**src/rtl/nav_pkg.sv**
```systemverilog
// Shared types and defaults for the ultrasonic ranger scheduler and its echo timer.
package nav_pkg;

    typedef enum logic [2:0] {
        IDLE,
        TRIG,
        WAIT_RISE,
        MEASURE,
        HOLDOFF
    } sched_state_t;

    typedef enum logic [1:0] {
        TMR_IDLE,
        TMR_RISE,
        TMR_MEAS
    } tmr_state_t;

    localparam logic [1:0] SENSOR_SIDE_BACK  = 2'd0;
    localparam logic [1:0] SENSOR_SIDE_FRONT = 2'd1;
    localparam logic [1:0] SENSOR_FRONT      = 2'd2;
    localparam logic [1:0] SENSOR_BACK       = 2'd3;

    localparam int unsigned DEF_TRIG_CYCLES    = 500;
    localparam int unsigned DEF_RISE_TIMEOUT   = 75000;
    localparam int unsigned DEF_ECHO_TIMEOUT   = 1850000;
    localparam int unsigned DEF_CYC_PER_CM     = 5800;
    localparam int unsigned DEF_HOLDOFF_CYCLES = 20000;

    function automatic int unsigned max2(input int unsigned a, input int unsigned b);
        return (a > b) ? a : b;
    endfunction

    // First enabled sensor at or after 'start', wrapping 3 -> 0.
    function automatic logic [1:0] pick_from(input logic [3:0] en, input logic [1:0] start);
        logic [1:0] sel;
        logic [1:0] cand;
        logic       found;
        sel   = start;
        found = 1'b0;
        for (int k = 0; k < 4; k++) begin
            cand = start + 2'(k);
            if (!found && en[cand]) begin
                sel   = cand;
                found = 1'b1;
            end
        end
        return sel;
    endfunction

endpackage

```
**src/rtl/us_echo_timer.sv**
```systemverilog
// Synchronises the echo pins, waits for the selected echo to rise and converts
// its high time into whole centimetres, flagging missing or over-long echoes.
module us_echo_timer
    import nav_pkg::*;
#(
    parameter int unsigned RISE_TIMEOUT = DEF_RISE_TIMEOUT,
    parameter int unsigned ECHO_TIMEOUT = DEF_ECHO_TIMEOUT,
    parameter int unsigned CYC_PER_CM   = DEF_CYC_PER_CM
) (
    input  logic       clk_i,
    input  logic       rst_i,
    input  logic       start_i,
    input  logic [1:0] sel_i,
    input  logic [3:0] sig_i,
    output logic       rise_o,
    output logic       done_o,
    output logic       timeout_o,
    output logic [7:0] cm_o
);

    localparam int CNT_W = $clog2(max2(RISE_TIMEOUT, ECHO_TIMEOUT) + 1);
    localparam int SUB_W = $clog2(CYC_PER_CM + 1);
    localparam logic [CNT_W-1:0] RISE_LAST = CNT_W'(RISE_TIMEOUT - 1);
    localparam logic [CNT_W-1:0] ECHO_LAST = CNT_W'(ECHO_TIMEOUT - 1);
    localparam logic [SUB_W-1:0] SUB_LAST  = SUB_W'(CYC_PER_CM - 1);

    logic [3:0] meta_q, sync_q, prev_q;
    logic [3:0] rise_v, fall_v;

    tmr_state_t       state_q, state_d;
    logic [CNT_W-1:0] cnt_q, cnt_d;
    logic [SUB_W-1:0] sub_q, sub_d;
    logic [7:0]       cm_q, cm_d;

    always_ff @(posedge clk_i) begin
        if (rst_i) begin
            meta_q <= '0;
            sync_q <= '0;
            prev_q <= '0;
        end else begin
            meta_q <= sig_i;
            sync_q <= meta_q;
            prev_q <= sync_q;
        end
    end

    for (genvar gi = 0; gi < 4; gi++) begin : g_edge
        assign rise_v[gi] = sync_q[gi] & ~prev_q[gi];
        assign fall_v[gi] = ~sync_q[gi] & prev_q[gi];
    end

    always_ff @(posedge clk_i) begin
        if (rst_i) begin
            state_q <= TMR_IDLE;
            cnt_q   <= '0;
            sub_q   <= '0;
            cm_q    <= '0;
        end else begin
            state_q <= state_d;
            cnt_q   <= cnt_d;
            sub_q   <= sub_d;
            cm_q    <= cm_d;
        end
    end

    always_comb begin
        state_d   = state_q;
        cnt_d     = cnt_q;
        sub_d     = sub_q;
        cm_d      = cm_q;
        rise_o    = 1'b0;
        done_o    = 1'b0;
        timeout_o = 1'b0;
        cm_o      = cm_q;
        case (state_q)
            TMR_IDLE: begin
                if (start_i) begin
                    state_d = TMR_RISE;
                    cnt_d   = '0;
                end
            end
            TMR_RISE: begin
                // The edge cycle itself is the first counted echo cycle.
                if (rise_v[sel_i]) begin
                    rise_o  = 1'b1;
                    state_d = TMR_MEAS;
                    cnt_d   = CNT_W'(1);
                    sub_d   = SUB_W'(1);
                    cm_d    = '0;
                end else if (cnt_q == RISE_LAST) begin
                    done_o    = 1'b1;
                    timeout_o = 1'b1;
                    cm_o      = 8'hFF;
                    state_d   = TMR_IDLE;
                end else begin
                    cnt_d = cnt_q + 1'b1;
                end
            end
            TMR_MEAS: begin
                if (fall_v[sel_i]) begin
                    done_o  = 1'b1;
                    state_d = TMR_IDLE;
                end else if (cnt_q == ECHO_LAST) begin
                    done_o    = 1'b1;
                    timeout_o = 1'b1;
                    cm_o      = 8'hFF;
                    state_d   = TMR_IDLE;
                end else begin
                    cnt_d = cnt_q + 1'b1;
                    if (sub_q == SUB_LAST) begin
                        sub_d = '0;
                        if (cm_q != 8'hFF) begin
                            cm_d = cm_q + 8'd1;
                        end
                    end else begin
                        sub_d = sub_q + 1'b1;
                    end
                end
            end
            default: state_d = TMR_IDLE;
        endcase
    end

endmodule

```
**src/rtl/us_ping_scheduler.sv**
```systemverilog
// Round-robin scheduler for four single-pin ultrasonic rangers: one ping in
// flight at a time, with a quiet holdoff between measurements.
module us_ping_scheduler
    import nav_pkg::*;
#(
    parameter int unsigned TRIG_CYCLES    = DEF_TRIG_CYCLES,
    parameter int unsigned RISE_TIMEOUT   = DEF_RISE_TIMEOUT,
    parameter int unsigned ECHO_TIMEOUT   = DEF_ECHO_TIMEOUT,
    parameter int unsigned CYC_PER_CM     = DEF_CYC_PER_CM,
    parameter int unsigned HOLDOFF_CYCLES = DEF_HOLDOFF_CYCLES
) (
    input  logic        CLK,
    input  logic        RST,
    input  logic [3:0]  ENABLE,
    input  logic [3:0]  SIG_IN,
    output logic [3:0]  SIG_OUT,
    output logic [3:0]  SIG_OE,
    output logic [31:0] DISTANCE,
    output logic [3:0]  DIST_VALID,
    output logic [3:0]  TIMEOUT,
    output logic [1:0]  ACTIVE_IDX,
    output logic        BUSY
);

    localparam int CNT_W = $clog2(max2(TRIG_CYCLES, HOLDOFF_CYCLES) + 1);
    localparam logic [CNT_W-1:0] TRIG_LAST = CNT_W'(TRIG_CYCLES - 1);
    localparam logic [CNT_W-1:0] HOLD_LAST = CNT_W'(HOLDOFF_CYCLES - 1);

    sched_state_t     state_q, state_d;
    logic [1:0]       idx_q, idx_d;
    logic [CNT_W-1:0] cnt_q, cnt_d;
    logic [31:0]      dist_q, dist_d;
    logic [3:0]       valid_q, valid_d;
    logic [3:0]       tout_q, tout_d;

    logic       tmr_start;
    logic       tmr_rise, tmr_done, tmr_timeout;
    logic [7:0] tmr_cm;

    assign tmr_start = (state_q == TRIG) && (cnt_q == TRIG_LAST);

    us_echo_timer #(
        .RISE_TIMEOUT(RISE_TIMEOUT),
        .ECHO_TIMEOUT(ECHO_TIMEOUT),
        .CYC_PER_CM  (CYC_PER_CM)
    ) u_timer (
        .clk_i    (CLK),
        .rst_i    (RST),
        .start_i  (tmr_start),
        .sel_i    (idx_q),
        .sig_i    (SIG_IN),
        .rise_o   (tmr_rise),
        .done_o   (tmr_done),
        .timeout_o(tmr_timeout),
        .cm_o     (tmr_cm)
    );

    always_ff @(posedge CLK) begin
        if (RST) begin
            state_q <= IDLE;
            idx_q   <= '0;
            cnt_q   <= '0;
            dist_q  <= '0;
            valid_q <= '0;
            tout_q  <= '0;
        end else begin
            state_q <= state_d;
            idx_q   <= idx_d;
            cnt_q   <= cnt_d;
            dist_q  <= dist_d;
            valid_q <= valid_d;
            tout_q  <= tout_d;
        end
    end

    always_comb begin
        state_d = state_q;
        idx_d   = idx_q;
        cnt_d   = cnt_q;
        dist_d  = dist_q;
        valid_d = '0;
        tout_d  = tout_q;
        case (state_q)
            IDLE: begin
                if (ENABLE != 4'b0000) begin
                    idx_d   = pick_from(ENABLE, idx_q);
                    cnt_d   = '0;
                    state_d = TRIG;
                end
            end
            TRIG: begin
                if (cnt_q == TRIG_LAST) begin
                    cnt_d   = '0;
                    state_d = WAIT_RISE;
                end else begin
                    cnt_d = cnt_q + 1'b1;
                end
            end
            WAIT_RISE, MEASURE: begin
                // ENABLE is deliberately ignored here: a started ping always reports.
                if (tmr_done) begin
                    dist_d[{idx_q, 3'b000} +: 8] = tmr_cm;
                    tout_d[idx_q]  = tmr_timeout;
                    valid_d[idx_q] = 1'b1;
                    cnt_d          = '0;
                    state_d        = HOLDOFF;
                end else if (tmr_rise) begin
                    state_d = MEASURE;
                end
            end
            HOLDOFF: begin
                if (cnt_q == HOLD_LAST) begin
                    cnt_d = '0;
                    if (ENABLE == 4'b0000) begin
                        state_d = IDLE;
                    end else begin
                        idx_d   = pick_from(ENABLE, idx_q + 2'd1);
                        state_d = TRIG;
                    end
                end else begin
                    cnt_d = cnt_q + 1'b1;
                end
            end
            default: state_d = IDLE;
        endcase
    end

    for (genvar gi = 0; gi < 4; gi++) begin : g_pin
        assign SIG_OE[gi]  = (state_q == TRIG) && (idx_q == 2'(gi));
        assign SIG_OUT[gi] = (state_q == TRIG) && (idx_q == 2'(gi));
    end

    assign DISTANCE   = dist_q;
    assign DIST_VALID = valid_q;
    assign TIMEOUT    = tout_q;
    assign ACTIVE_IDX = idx_q;
    assign BUSY       = (state_q != IDLE);

endmodule

```
**config.mk**
```make
export PLATFORM = sky130hd
export DESIGN_NAME = us_ping_scheduler
export DESIGN_NICKNAME = d
export VERILOG_FILES = /design/src/rtl/nav_pkg.sv /design/src/rtl/us_echo_timer.sv /design/src/rtl/us_ping_scheduler.sv
export SDC_FILE = /design/constraint.sdc
export NUM_CORES = 1
export LEC_CHECK = 0
export CAP_MARGIN = 40
export CORE_UTILIZATION = 43
export CTS_BUF_LIST = sky130_fd_sc_hd__clkbuf_4 sky130_fd_sc_hd__clkbuf_8
export DETAILED_ROUTE_END_ITERATION = 10
export DONT_BUFFER_PORTS = 1
export GPL_TIMING_DRIVEN = 0
export PLACE_DENSITY = 0.55
export SYNTH_ARGS = -nofsm -noshare
export SYNTH_HDL_FRONTEND = slang
export SYNTH_SLANG_ARGS = --single-unit
```
**constraint.sdc**
```tcl
create_clock -name CLK -period 6.75 [get_ports CLK]
set_input_delay 1.0125 -clock CLK [delete_from_list [all_inputs] [get_ports CLK]]
set_output_delay 1.0125 -clock CLK [all_outputs]
set_load 0.01 [all_outputs]
```
==> impl_results.md <==
* Max-cap violations at 0
* Leak at roughly 2.3 nW
* Gate Count Post-Synth at 708
* Cell taking the most area after synthesis: dfxtp_1
* Mapped cell area at 6066 um^2
* R2R Setup Slk at around 2.7 ns
* Synth Warn # at 0
* Vias in the first global route at approximately 5,000
* Via count at approximately 5,600
* PwrDens at 281.4 nW/um^2
* TritonRoute pass-1 iters at 5
* Area Growth Syn to Fin at 10.91%
* Worst hold start: u_timer.meta_q[3]
* Inst Count DP at 889
* Peak supply drop at 0.0001069 V
* Status: finished, final reports clean
* N_diodes at 0
* CTS Buf Count at 17
* CTS tree: done
* Worst Reg2Reg Path Length in Cells at 9
* Count of different cell masters after synthesis at 59
* Hold EP: u_timer.sync_q[3]
* Top-area cell type share of the netlist area at 0.3828
* Final Util at 0.4866
* Starting density of the core at 0.4387
* CP Launch Type: flop
* DRT Wirelength at ~17 mm
* Worst Tran Pin Value at 0.8556 ns
* Post-detailed-route DRC marker count at 0
* Clk slew on worst S/H paths at approximately 0.07 ns
* Synth area leaders: dfxtp_1 38%, a21oi_1 4.7%, a22o_1 3.5%
* Top cells by count, synth: 116 x dfxtp_1, 57 x a21oi_1, 52 x nor2_1
* Post-synth EDFFs at 0
* Routed WL per cell at approximately 18 um
* Core box area at about 14,000 um^2
* # nets final at between 700 and 800
* CTS Sinks at between 100 and 150
* RSZ-0062 raised after global routing: false
* Pin count of the biggest net entering global routing at 17
* Critical path endpoint category: flop
* Setup TNS at 0 ns
* Critical path peak fanout at 10
* Post-synthesis register bit count at around 120
* GP Congestion at roughly 0.86
* Final WS setup at 2.730 ns
* Fraction of registers with async set/reset at 0
* Post-route ant nets at 0
* Post-CTS resize count at 0
* Setup Skew at 0.01138 ns
* Worst R2R End: u_timer.cnt_q[11]
* Seq/Total Area, Yosys at 0.3828
* Post-Place Worst Slack at about 2.8 ns
* Final Hold Vio Count at 0
* WP data arrival at 4.34 ns
* DIE HEIGHT at between 100 and 150 um
* Fin. max-slew vios at 0
* Area of the die at around 15,000 um^2
* Hold depth at 1
* Crit path time final at 4.020 ns
* Clock latency on the worst-skew pair at around 0.45 ns
* Total gr overflow at 0
* HP Class: flop to flop
* Syn nets at ~730
* Most frequent cell after synthesis: dfxtp_1
* Buffers on Ports at 0
* Post-place instance area at about 6300 um^2
* Fmax at approximately 250 MHz
* Setup Buffers After CTS at 0
* DR vias/cell at around 6
* Antenna violations before repair at 0
* First-pass GRT wire length at 26.46 mm
* Crit path required time at 7.07 ns
* Mean post-synth cell area at 8.568 um^2
* Rows at 43
* Pwr Total at between 1.5 and 2 mW
* Io pins at 61
* Die width at about 120 um
* # setup viols final at 0
* Max_slew headroom at 0.4274
* Critical path class: flop to flop
* CTS H-tree lvls at 4
* CTS Hold Buffers Added at 0
* Layout Cells excl Fill at 920
* Final worst path period share at 0.5955
* First DRT Iteration DRCs at 434
* Share of cells above drive strength 1 at 0.08649
* Clock buffer depth at 2
* Final Instance Area at 6728 um^2
* WHS at 0.4379 ns
* GRT Total Usage at 0.2323
* Reg-to-Reg Start: ACTIVE_IDX[1]
* HPWL after DPL at 11.85 mm
* Ys flop type: dfxtp_1
* CTS root buf: clkbuf_8
-- logic make-up after synthesis --
group | synth area share
buf+inv | 0.04393
compound gates | 0.2337
flops | 0.3828
fa+ha+maj | 0.03300
simple gates | 0.2667
xor+xnor | 0.01877
mux | 0.02104
-- power by group --
group | leakage, nW | internal [mW] | switching (mW) | total [mW]
clock | 0.218 | 0.425 | 0.288 | 0.713
sequential | 0.937 | 0.703 | 0.0299 | 0.733
combinational | 1.13 | 0.149 | 0.297 | 0.447
total | 2.29 | 1.28 | 0.616 | 1.89
-- area by class of cell --
| type | count | area (um^2) |
|---|---|---|
| multi-input combinational | 527 | 3477 |
| clock inverter | 10 | 155.1 |
| inverter | 25 | 93.84 |
| tap | 180 | 225.2 |
| timing repair buffer | 1 | 5.005 |
| clock buffer | 21 | 276.5 |
| sequential | 116 | 2322 |
| buffer | 40 | 172.7 |
| fill | 1352 | 7099 |
-- per-layer routing --
layer  vias to the layer above  GRT usage  wire [um]  share of wire
met1                      2671     0.3080       8060           0.49
met4                         0    0.09645        318          0.019
met2                       170     0.3646       7441           0.45
li1                       2697          -          -              -
met5                         -          0          0              0
met3                        24    0.05000        759          0.046
-- worst max path at each step --
stage | start | to | slack [ns]
6_report | ACTIVE_IDX[1] | u_timer.cnt_q[11] | 2.73
5_1_grt | ACTIVE_IDX[1] | u_timer.cnt_q[11] | 2.59
4_1_cts | ACTIVE_IDX[1] | u_timer.cnt_q[11] | 2.74
3_5_place_dp | ACTIVE_IDX[1] | u_timer.cnt_q[1] | 2.76
3_3_place_gp | ACTIVE_IDX[1] | u_timer.cnt_q[1] | 2.79
2_1_floorplan | ACTIVE_IDX[0] | DISTANCE[16] | 3.80
-- critical path, cell delays in order, from the launching register on --
cell       delay, ns
dfxtp_1         0.41
buf_2           0.24
inv_1           0.33
mux4_2          0.60
a2bb2oi_1       0.67
nand3_1         0.22
clkbuf_1        0.30
o21ai_0         0.55
clkbuf_1        0.47
nor2_1          0.11
-- sequential cells by signal, summed over array words and instances (netlist names) --
register	count
state_q	3
TIMEOUT	4
u_timer.sync_q	4
cnt_q	15
u_timer.cnt_q	21
u_timer.cm_q	8
u_timer.meta_q	4
DISTANCE	32
u_timer.prev_q	4
u_timer.sub_q	13
DIST_VALID	4
ACTIVE_IDX	2
u_timer.state_q	2
-- cells in the final DEF (no fill, tap or decap), types with 8 or more instances in the layout --
cell / Yosys / final
xor2_1: 9 / 9
or4_1: 22 / 22
a311oi_1: 11 / 11
and2_1: 15 / 15
clkbuf_1: 29 / 29
ha_1: 16 / 16
o21ba_2: 8 / 8
nand2b_1: 12 / 12
o2bb2ai_1: 8 / 8
nand2_1: 50 / 50
nand3_1: 27 / 27
and3_1: 14 / 14
or3_1: 8 / 8
nor2_1: 52 / 52
o31ai_1: 12 / 12
nand4_1: 15 / 15
dfxtp_1: 116 / 116
o21ai_0: 35 / 35
nor3_1: 19 / 19
nor2b_1: 19 / 19
inv_1: 25 / 25
a22o_1: 24 / 24
clkbuf_8: 0 / 19
a21oi_1: 57 / 57
Note: power is estimated with default switching activity, not from simulation.
==> variant 1 (same settings) <==
Add an input register stage for `ENABLE` and `SIG_IN`, without a reset; this delays them by one clock.
--- a/src/rtl/us_ping_scheduler.sv
+++ b/src/rtl/us_ping_scheduler.sv
@@ -28,2 +28,10 @@
 
+    logic [3:0] ENABLE_q;
+    logic [3:0] SIG_IN_q;
+
+    always_ff @(posedge CLK) begin
+        ENABLE_q <= ENABLE;
+        SIG_IN_q <= SIG_IN;
+    end
+
     sched_state_t     state_q, state_d;
@@ -50,3 +58,3 @@
         .sel_i    (idx_q),
-        .sig_i    (SIG_IN),
+        .sig_i    (SIG_IN_q),
         .rise_o   (tmr_rise),
@@ -84,4 +92,4 @@
             IDLE: begin
-                if (ENABLE != 4'b0000) begin
-                    idx_d   = pick_from(ENABLE, idx_q);
+                if (ENABLE_q != 4'b0000) begin
+                    idx_d   = pick_from(ENABLE_q, idx_q);
                     cnt_d   = '0;
@@ -113,6 +121,6 @@
                     cnt_d = '0;
-                    if (ENABLE == 4'b0000) begin
+                    if (ENABLE_q == 4'b0000) begin
                         state_d = IDLE;
                     end else begin
-                        idx_d   = pick_from(ENABLE, idx_q + 2'd1);
+                        idx_d   = pick_from(ENABLE_q, idx_q + 2'd1);
                         state_d = TRIG;
Function: changed (Yosys sat finds a counterexample within 4 cycles, from zero or initial values and one cycle with RST high).
==> variant 1 against the unedited design <==
Clock skew grew 4.1 ps; first-iteration DRC count down 16%; largest power group unchanged; design area rose by 0.45%; combinational power shrank 13%; register-to-register slack better by 700 ps; area after synthesis up 1.2%; routed wire length fell by 4.9%; sequential power is 6.5% higher; total power shrank 3.6%; sequential cell count rose by 8; fmax increased by 15%; largest cell class unchanged; worst setup slack improved by 520 ps; synthesized cell count is 1.7% lower; critical endpoint is now SIG_OUT[0].
==> variant 1: results (changes against the unedited design) <==
Parameter                              Value

Power and ir drop
  Cell Int Power ... 1230 uW (-4.0%)
  Leak Pwr ... 0.00227 uW (-0.87%)
  Max VDD drop ... 145 uV (+36%)

Placed design
  Routability congestion estimate ... 0.863 (-0.15%)
  Number of I/O port buffers ... 0 (unchanged)
  DP Wirelength ... 11,400 um (-3.4%)

Logic synthesis
  Count of different cell masters after synthesis ... 75 (+27%)
  Top post-synthesis cells by count ... 124 x dfxtp_1, 65 x nor2_1, 55 x a21oi_1
  Post-synth top flop ... dfxtp_1
  Biggest area contributors in the synthesized netlist ... dfxtp_1 40%, o2bb2ai_1 4.7%, a21oi_1 4.5%
  Number of nets in the synthesized netlist ... 722 (-1.6%)
  Sequential cell area fraction in the yosys report ... 40.5% (+2.2 points)
  Syn. warnings ... 0 (unchanged)
  Fraction of registers with async set/reset ... 0% (unchanged)

STA
  Max transition margin ... 49.7% (+7.0 points)
  Final Skew ... 15.5 ps (+4.07 ps)
  Number of endpoints with negative hold slack in the final report ... 0 (unchanged)

Global route
  Via count of the first global-routing pass ... 5,133 (+0.71%)
  Wire length of the first global-routing pass ... 26,100 um (-1.3%)
  GRT Overall Usage ... 22.7% (-0.53 points)
  Pin count of the biggest net entering global routing ... 17 (unchanged)
  Initial antenna violation count ... 0 (unchanged)

Clock tree
  Number of buffers added for setup after CTS ... 0 (unchanged)
  Maximum number of buffers from clock root to sink ... 2 (unchanged)
  CTS clk-pin slew, worst paths ... 70 ps (about the same)
  Quantity of gates resized following cts ... 0 (unchanged)
  Buffer type at the clock tree root ... clkbuf_8
  Number of clock buffers inserted by TritonCTS ... 17 (unchanged)
  Number of levels the H-tree was split into ... 4 (unchanged)
  Count of hold-fix buffers inserted at cts ... 0 (unchanged)
  Later-pin clock latency in the skew report ... 450 ps (about the same)

Hold path
  Startpoint of the tightest hold check path ... u_timer.meta_q[1]
  Path type of the worst min-delay path ... flop to flop

Drt
  Wire length on met3 ... 714 um (-5.9%)
  Post-route ant nets ... 0 (unchanged)
  Routed metal-1 wire length ... 7460 um (-7.4%)
  Post-route DRC violation count ... 0 (unchanged)
  Via Count ... 5,363 (-3.6%)
  Initial DRC count ... 366 (-16%)
  Routed wl met2 ... 7300 um (-1.9%)
  Length of the first detailed-routing pass in iterations ... 5 (unchanged)
  Top layer reached by signal wires ... met4
  Detailed Route WL ... 15,800 um (-4.9%)

Setup path
  Maximum fanout count along the critical path ... 10 (unchanged)
  Critical R2R Launch ... ACTIVE_IDX[1]
  Largest stage delay on the critical path ... 530 ps (-140 ps)
  Worst-path cell with the longest stage delay ... dfxtp_1
  Family of cells with the greatest summed delay on the critical path ... buffers and inverters
  Class of the most critical setup path ... flop to output pin

Run status
  Outcome ... complete, no violations

Layout
  Count of nets after finishing ... 742 (-1.6%)
  Ant. Diodes ... 0 (unchanged)
  Flip-flop count of the largest register, all copies and words added ... 32 (unchanged)
  Fraction of final layout cells with drive strength greater than 1 ... 8.93% (+0.28 points)
[variant 1: metal layers]
layer,vias up,track usage [%]
met1,2587,29.5
met2,141,36.3
met3,24,5.78
met4,0,8.02
li1,2611,-
met5,-,0
[variant 1: area by class of cell]
class	instances	area [sq um]
fillers	1375	7120
clock buffers	19	255
plain buffers	35	158
repair buffers	1	5.00
flip-flops and latches	124	2480
well taps	180	225
multi-input cells	517	3420
inverters	20	75.1
clock inverters	12	136
[variant 1: kinds of logic after synthesis]
group / count (synthesis) / synth area share [%]
multiplexers: 10 / 2.28
AO/OA/AOI/OAI: 182 / 20.2
buffers and inverters: 55 / 3.79
XOR/XNOR: 15 / 2.14
flip-flops: 124 / 40.5
AND/OR/NAND/NOR: 294 / 27.9
adder cells (fa/ha/maj): 16 / 3.26
[variant 1: worst paths after layout]
check / to / slack (ps) / cells after the start
max: SIG_OUT[0] / 3250 / 5
min: u_timer.sync_q[1] / 440 / 1
max reg2reg: u_timer.cnt_q[19] / 3430 / 8
min reg2reg: u_timer.sync_q[1] / 440 / 1
[variant 1: power groups by stage]
stage                     combinational [uW]  sequential (uW)  clock (uW)
after floorplan                          290              788           0
after global placement                   375              796           0
after detailed placement                 383              797           0
after CTS                                384              780         674
after global routing                     429              786         704
final                                    387              781         657
[variant 1: through the flow]
step           power (uW)  setup WS (ps)  instance area, sq um  std cells  util [%]
2_1_floorplan        1080           4180                  6140        696         -
6_report             1820           3250                  6760        908      48.7
3_3_place_gp         1170           3440                  6360        876      45.8
3_5_place_dp         1180           3440                  6370        877      45.9
5_1_grt              1920           3070                  6760        908      48.7
4_1_cts              1840           3210                  6760        908      48.7
==> variant 2 (same flow settings) <==
Without the edit above. Change the package constant `DEF_CYC_PER_CM` from 5800 to 2900.
--- a/src/rtl/nav_pkg.sv
+++ b/src/rtl/nav_pkg.sv
@@ -25,3 +25,3 @@
     localparam int unsigned DEF_ECHO_TIMEOUT   = 1850000;
-    localparam int unsigned DEF_CYC_PER_CM     = 5800;
+    localparam int unsigned DEF_CYC_PER_CM     = 2900;
     localparam int unsigned DEF_HOLDOFF_CYCLES = 20000;
Check against the original RTL: no difference found for any inputs over 4 cycles, from zero or initial values and one cycle with RST high; that may be too few to reach the edited logic, so the function may still have changed.
==> variant 2 against the unedited design <==
Core utilization up 0.92 points; count of clock-buffer cells in the layout unchanged; routed wire length down 1.8%; design area down 1.2%; sequential cell count down 1; total power down 6.8%; worst setup slack better by 490 ps; area after synthesis down 1.2%; final cell count up 0.11%; critical path depth down 1.
==> variant 2: results (changes against the unedited design) <==
Parameter                              Value

Power and ir drop
  Leak Pwr ... 0.00236 uW (+2.8%)
  Max VDD drop ... 103 uV (-3.3%)
  Sw Ratio ... 30.3% (-2.3 points)

Setup path
  Critical R2R Launch ... ACTIVE_IDX[0]
  Crit path arrival time ... 3830 ps (-510 ps)
  Maximum fanout count along the critical path ... 12 (+2)

Hold path
  Startpoint of the tightest hold check path ... u_timer.meta_q[3]
  Path type of the worst min-delay path ... flop to flop

Logic synthesis
  Fraction of synthesized cell area in xor and xnor cells ... 0.730% (-1.1 points)
  Number of nets in the synthesized netlist ... 740 (+0.82%)
  Mux share of post-synthesis cell area ... 1.23% (-0.87 points)
  Top post-synthesis cells by count ... 115 x dfxtp_1, 71 x nand2_1, 57 x a21oi_1
  Biggest area contributors in the synthesized netlist ... dfxtp_1 38%, a22o_1 4.8%, a21oi_1 4.8%
  Synth Area in Compound Gates ... 23.2% (-0.12 points)
  Instance count of the mapped netlist ... 714 (+0.85%)

Drt
  Routed wl met2 ... 7060 um (-5.1%)
  Via Count ... 5,543 (-0.34%)
  Wire length on met3 ... 1220 um (+60%)
  Post-detailed-route wirelength per cell ... 17.7 um (-1.9%)
  Initial DRC count ... 366 (-16%)

Layout
  Count of nets after finishing ... 759 (+0.66%)
  Number of fill cells ... 1,332 (-1.5%)
  Fraction of final layout cells with drive strength greater than 1 ... 8.86% (+0.21 points)
  Area used by multi-input combinational logic ... 0.00345 sq mm (-0.65%)
  Flip-flop count of the largest register, all copies and words added ... 32 (unchanged)

Global route
  Via count of the first global-routing pass ... 5,081 (-0.31%)
  GR Util met3 ... 7.13% (+2.1 points)
  Initial antenna violation count ... 0 (unchanged)
  Global-route track usage on met2 ... 34.9% (-1.6 points)

Run status
  Outcome ... complete, no violations

STA
  Final hold slack ... 440 ps (+2.62 ps)
  Fmax ... 283 MHz (+14%)

Placed design
  Area post-placement ... 0.00622 sq mm (-1.3%)
  Setup slack after placement ... 3240 ps (+484 ps)
  Post-Place Cells ... 890 (+0.11%)
  Number of I/O port buffers ... 0 (unchanged)
  DP Wirelength ... 11,700 um (-1.1%)
  Routability congestion estimate ... 0.848 (-1.9%)

Clock tree
  CTS clk-pin slew, worst paths ... 70 ps (about the same)
[variant 2: final timing paths]
kind	endpoint	depth (start not counted)
worst min-delay path	u_timer.sync_q[3]	1
worst max register to register	cnt_q[8]	8
worst max-delay path	cnt_q[8]	8
worst min register to register	u_timer.sync_q[3]	1
[variant 2: critical path, delay by kind of cell (launching register included)]
kind	cells	cell delay, ps
muxes	1	570
buffers and inverters	3	1140
DFF	1	650
AOI/OAI and AO/OA	3	780
and+or+nand+nor	1	260
[variant 2: power groups by stage]
stage	Sequential [uW]	Clock (uW)	Combinational (uW)
floorplan	724	0	258
global placement	733	0	336
detailed placement	734	0	341
CTS	718	713	342
global route	722	749	382
finish	719	700	347
[variant 2: area by class of cell]
class | count | area share, %
multi-input cells | 541 | 52.0
clock buffers | 21 | 4.07
plain buffers | 41 | 2.64
clock inverters | 10 | 2.37
inverters | 17 | 0.960
well taps | 176 | 3.31
flip-flops and latches | 115 | 34.7
